### config.mk
export PLATFORM = sky130hd
export DESIGN_NAME = u712_chip_arbiter
export DESIGN_NICKNAME = d
export VERILOG_FILES = /design/src/rtl/u712_pkg.sv /design/src/rtl/u712_arb_watchdog.sv /design/src/rtl/u712_chip_arbiter.sv
export SDC_FILE = /design/constraint.sdc
export NUM_CORES = 1
export LEC_CHECK = 0
export BUFFER_PORTS_ARGS = -buffer_cell sky130_fd_sc_hd__buf_2
export CORE_ASPECT_RATIO = 1.75
export CORE_MARGIN = 10
export CORE_UTILIZATION = 30
export CTS_BUF_LIST = sky130_fd_sc_hd__clkbuf_8 sky130_fd_sc_hd__clkbuf_16
export DETAILED_ROUTE_END_ITERATION = 7
export GPL_TIMING_DRIVEN = 0
export PLACE_DENSITY_LB_ADDON = 0.08
export SYNTH_ARGS = -nofsm -noshare
export SYNTH_HDL_FRONTEND = slang
export SYNTH_HIERARCHICAL = 1
export SYNTH_SLANG_ARGS = --single-unit
### constraint.sdc
create_clock -name CLK80 -period 1.74 [get_ports CLK80]
set_input_delay 0.261 -clock CLK80 [delete_from_list [all_inputs] [get_ports CLK80]]
set_output_delay 0.261 -clock CLK80 [all_outputs]
set_load 0.02 [all_outputs]
### src/rtl/u712_pkg.sv
// Shared definitions for the U712 chip RAM arbiter: state encoding, requester IDs, watchdog default.
package u712_pkg;

  typedef enum logic [1:0] {
    ARB_IDLE  = 2'd0,
    ARB_ISSUE = 2'd1,
    ARB_WAIT  = 2'd2,
    ARB_DONE  = 2'd3
  } arb_state_e;

  localparam logic REQ_CPU = 1'b0;
  localparam logic REQ_PCI = 1'b1;

  localparam logic [7:0] DEF_TIMEOUT = 8'd64;

endpackage

### src/rtl/u712_arb_watchdog.sv
// WAIT-state watchdog: counts cycles spent waiting for MEM_ACK and flags TIMEOUT.
module u712_arb_watchdog
  import u712_pkg::*;
#(
  parameter logic [7:0] TIMEOUT = DEF_TIMEOUT
) (
  input  logic CLK80,
  input  logic RESETn,
  input  logic run,
  output logic fire
);

  logic [7:0] cnt;

  // Counter is zero on the first WAIT cycle, so fire lands on WAIT cycle TIMEOUT.
  always_ff @(negedge CLK80 or negedge RESETn) begin
    if (!RESETn) begin
      cnt <= '0;
    end else if (!run) begin
      cnt <= '0;
    end else begin
      cnt <= cnt + 8'd1;
    end
  end

  assign fire = run && (cnt == TIMEOUT - 8'd1);

endmodule

### src/rtl/u712_chip_arbiter.sv
// Chip RAM port arbiter between the 68040 CPU and the PCI bridge master.
// Optional WAIT watchdog with sticky ARB_ERR is compiled in with CHIP_ARB_WATCHDOG_EN.
module u712_chip_arbiter
  import u712_pkg::*;
#(
  parameter int MAX_CPU_STREAK = 4
) (
  input  logic        CLK80,
  input  logic        RESETn,
  input  logic        CPU_REQ,
  input  logic        CPU_RnW,
  input  logic [18:0] CPU_A,
  input  logic        PCI_REQ,
  input  logic        PCI_RnW,
  input  logic [18:0] PCI_A,
  input  logic        DMA_BLOCK,
  input  logic        MEM_ACK,
  output logic        MEM_START,
  output logic        MEM_RnW,
  output logic [18:0] MEM_A,
  output logic        CPU_GNT,
  output logic        PCI_GNT,
  output logic        CPU_ACK,
  output logic        PCI_ACK,
  output logic        ARB_ERR,
  output logic [1:0]  DBG_STATE
);

  // Handshake: a requester raises REQ (level) with stable RnW/A and holds it until its
  // one-cycle ACK; it must drop REQ within two cycles of ACK or it is granted again.
  // MEM_START is a one-cycle pulse; MEM_RnW/MEM_A stay stable until the matching MEM_ACK.

  localparam int SW = $clog2(MAX_CPU_STREAK + 1);
  localparam logic [SW-1:0] STREAK_MAX = SW'(MAX_CPU_STREAK);

  arb_state_e    state;
  logic          owner;
  logic [SW-1:0] streak;
  logic          pci_wins;
  logic          wd_fire;

  assign pci_wins  = PCI_REQ && (!CPU_REQ || (streak == STREAK_MAX));
  assign DBG_STATE = state;

`ifdef CHIP_ARB_WATCHDOG_EN
  u712_arb_watchdog u_watchdog (
    .CLK80  (CLK80),
    .RESETn (RESETn),
    .run    (state == ARB_WAIT),
    .fire   (wd_fire)
  );

  always_ff @(negedge CLK80 or negedge RESETn) begin
    if (!RESETn) begin
      ARB_ERR <= 1'b0;
    end else if (wd_fire) begin
      ARB_ERR <= 1'b1;
    end
  end
`else
  assign wd_fire = 1'b0;
  assign ARB_ERR = 1'b0;
`endif

  always_ff @(negedge CLK80 or negedge RESETn) begin
    if (!RESETn) begin
      state     <= ARB_IDLE;
      owner     <= REQ_CPU;
      streak    <= '0;
      MEM_START <= 1'b0;
      MEM_RnW   <= 1'b1;
      MEM_A     <= '0;
      CPU_GNT   <= 1'b0;
      PCI_GNT   <= 1'b0;
      CPU_ACK   <= 1'b0;
      PCI_ACK   <= 1'b0;
    end else begin
      MEM_START <= 1'b0;
      CPU_ACK   <= 1'b0;
      PCI_ACK   <= 1'b0;
      unique case (state)
        ARB_IDLE: begin
          if (!DMA_BLOCK && (CPU_REQ || PCI_REQ)) begin
            state     <= ARB_ISSUE;
            MEM_START <= 1'b1;
            if (pci_wins) begin
              owner   <= REQ_PCI;
              PCI_GNT <= 1'b1;
              MEM_RnW <= PCI_RnW;
              MEM_A   <= PCI_A;
              streak  <= '0;
            end else begin
              owner   <= REQ_CPU;
              CPU_GNT <= 1'b1;
              MEM_RnW <= CPU_RnW;
              MEM_A   <= CPU_A;
              // Streak only builds while PCI is actually waiting behind the CPU.
              if (!PCI_REQ) begin
                streak <= '0;
              end else if (streak != STREAK_MAX) begin
                streak <= streak + SW'(1);
              end
            end
          end
        end
        ARB_ISSUE, ARB_WAIT: begin
          if (MEM_ACK || wd_fire) begin
            state   <= ARB_DONE;
            CPU_ACK <= (owner == REQ_CPU);
            PCI_ACK <= (owner == REQ_PCI);
          end else begin
            state <= ARB_WAIT;
          end
        end
        ARB_DONE: begin
          state   <= ARB_IDLE;
          CPU_GNT <= 1'b0;
          PCI_GNT <= 1'b0;
        end
        default: state <= ARB_IDLE;
      endcase
    end
  end

endmodule

==> impl_metrics.yaml <==
run_status:
  status: "complete, but fails checks"
  violations: "setup timing"
pwr:
  max-vdd-ir-drop_v: 0.001055
  pwr-share-comb: 0.589
  powerDensity_nw_per_um2: 1666
  p_int_mw: 2.929
  sw_frac_of_total: 0.3665
  p_switching_mw: 1.695
  seqPwrFrac: 0.285
  clkPwrFrac: 0.126
  p_leak_nw: 1.378
route:
  drc: 0
  firstDrtPassIters: 4
  drtIter0Drc: 76
  num_vias: 1622
  viasPerCell: 5.022
  routed_wirelength_um: 5772
  detail_route.wl_per_cell_um: 17.87
  antenna_left: 0
logic_synthesis:
  postSynthAreaPerCell_um2: 10.42
  yosysSeqAreaShare: 0.5041
  synth_cells: 148
  ys_seq_elements: 31
  synth_commonest_cells: "dfrtn_1 (30), nand2_1 (21), nor3_1 (20), a221o_1 (19), inv_1 (11)"
  synth-async-reset-ratio: 1.000
  yosys.area.top_type: "dfrtn_1"
  synth.most_common_cell: "dfrtn_1"
  yosys.area.top_type_share: 0.4870
  synth_flop_cell: "dfrtn_1"
  syn_area_um2: 1541
  synth_nets: 198
  synth_edf_count: 0
  synth_area_leaders: "dfrtn_1 (49%), a221o_1 (12%), nor3_1 (6.5%)"
  synth_cell_type_count: 33
  ys_warn_count: 6
place:
  dp_hpwl_um: 3886
  place_congestion: 0.7805
  placed_area_um2: 1997
  dp_cells: 273
  numPortBuffers: 71
  place_ws_ps: -564.8
clock_tree:
  clock_latency_ps: 330
  tritoncts: "done"
  clock-sinks: 31
  clk_pin_slew_ps: 50
  ctsLongestPathBuffers: 2
  cts_htree_levels: 2
  root_buffer: "clkbuf_8"
  numCtsBuffers: 5
layout:
  drive_gt1_frac: 0.5651
  antenna_cells: 0
  fin_area_um2: 2775
  fill_cells: 435
  utilization: 0.5576
  area_growth_pct: 80.03
  nets: 318
  layoutNonFillerInstCount: 323
critical_path:
  worst_ep_required_time_ps: 1480
  cp_slowest_stage_delay_ps: 530
  setup.worst_path.end_class: "output port"
  crit_buf_inv: 1
  critical_path_class: "register to output port"
  cp-start-kind: "register"
  path_delay_family: "flip-flops"
  path_cells: "buf_6"
  cp_max_fo: 2
  cp.arrival_ps: 1840
  slowest_stage: "dfstp_2"
sta:
  setup_violations: 54
  skew_ps: 46.84
  slew_viol_final: 0
  slew_headroom: 0.5246
  rsz0062_at_grt: "yes"
  worst_pin_slew_ps: 713.2
  fin_ws_ps: -365.1
  hold_viol: 0
global_route:
  grt_max_degree: 32
  globalRouteOverflowTotal: 0
  grt_pass1_vias: 1827
  grtUsageTotal: 0.1324
  grt_first_pass_wirelength_um: 8970
  antenna_found_initial: 0
floorplan:
  rows: 34
  start_util: 0.3097
  chipWidth_um: 74.19
  boundaryPins: 74
  fp.coreArea_um2: 4977
  dieArea_um2: 8518
  fp.dieH_um: 114.8
job:
  maxCapViolCount: 0
min_path:
  hp-class: "register to register"
[kinds of logic after synthesis]
| group | after synthesis | synth area share |
|---|---|---|
| muxes | 2 | 0.01461 |
| buffers and inverters | 24 | 0.08360 |
| DFF | 31 | 0.5041 |
| AOI/OAI and AO/OA | 35 | 0.2046 |
| other | 1 | 0.002433 |
| adders and majority gates | 4 | 0.03247 |
| and+or+nand+nor | 51 | 0.1583 |
[per-layer routing]
metal / wire length, um / vias up / track usage
met2: 3278 / 45 / 0.2500
met1: 2047 / 790 / 0.1343
met3: 379 / 5 / 0.03538
met5: 0 / - / 0
li1: - / 782 / -
met4: 67 / 0 / 0.03745
[cell type report]
cell class	instances	area [um2]	area share
plain buffers	12	125.1	0.04509
well taps	54	67.56	0.02435
multi-input cells	93	742.0	0.2674
clock buffers	6	82.58	0.02976
inverters	11	43.79	0.01578
flip-flops and latches	31	777.0	0.2800
clock inverters	3	11.26	0.004058
repair buffers	113	925.9	0.3336
[power groups by stage]
stage / sequential, mW / combinational [mW] / clock [mW]
5_1_grt: 1.36 / 2.91 / 0.621
6_report: 1.32 / 2.72 / 0.581
2_1_floorplan: 1.60 / 0.786 / 0.00719
3_3_place_gp: 1.26 / 1.65 / 0.00719
4_1_cts: 1.31 / 2.52 / 0.597
3_5_place_dp: 1.28 / 1.69 / 0.00719
[sequential cells by signal (all words and copies together) (netlist names)]
signal and cells:
MEM_RnW 1, PCI_ACK 1, MEM_A 19, DBG_STATE 2, CPU_ACK 1, CPU_GNT 1
streak 3, owner 1, PCI_GNT 1, MEM_START 1
[path summary, 6_finish.rpt]
check                                         startpoint                     to  slack (ps)  depth (start not counted)
worst min register to register         owner$_DFFE_NN0P_      CPU_ACK$_DFF_NN0_         360                          1
worst max register to register  DBG_STATE[1]$_DFFE_NN0P_   MEM_A[6]$_DFFE_NN0P_        -160                          8
min in group asynchronous                         RESETn  MEM_A[12]$_DFFE_NN0P_         780                          1
max in group asynchronous                         RESETn    MEM_RnW$_DFFE_NN1P_         470                          1
worst min-delay path                   owner$_DFFE_NN0P_      CPU_ACK$_DFF_NN0_         360                          1
worst max-delay path                 MEM_RnW$_DFFE_NN1P_                MEM_RnW        -370                          1
[per-stage QoR]
stage / power [mW] / setup TNS [ps] / hold slack [ps]
2_1_floorplan: 2.396 / -7757 / 343.0
3_3_place_gp: 2.922 / -13420 / 365.0
3_5_place_dp: 2.980 / -13810 / 367.5
4_1_cts: 4.426 / -11040 / 367.7
5_1_grt: 4.892 / -12890 / 406.3
6_report: 4.625 / -11630 / 361.3
[cells in the final DEF (no fill, tap or decap), types with 2 or more instances in the layout]
master / synthesis / routed
a221o_1: 19 / 19
buf_2: 4 / 44
buf_4: 3 / 28
buf_6: 3 / 45
buf_8: 0 / 5
clkbuf_8: 0 / 6
dfrtn_1: 30 / 30
ha_1: 4 / 3
inv_1: 11 / 12
mux2_4: 0 / 2
nand2_1: 21 / 21
nand3_2: 1 / 2
nor2_1: 3 / 2
nor3_1: 20 / 20
o21ai_1: 0 / 3
o21ai_4: 0 / 3
[timing repair]
action	in CTS	in global routing
cloned	5	1
setup endpoints to repair	55	56
pin swaps	5	9
buffers inserted	28	9
hold buffers	0	0
resized for setup	86	19
Note: power is estimated with default switching activity, not from simulation.
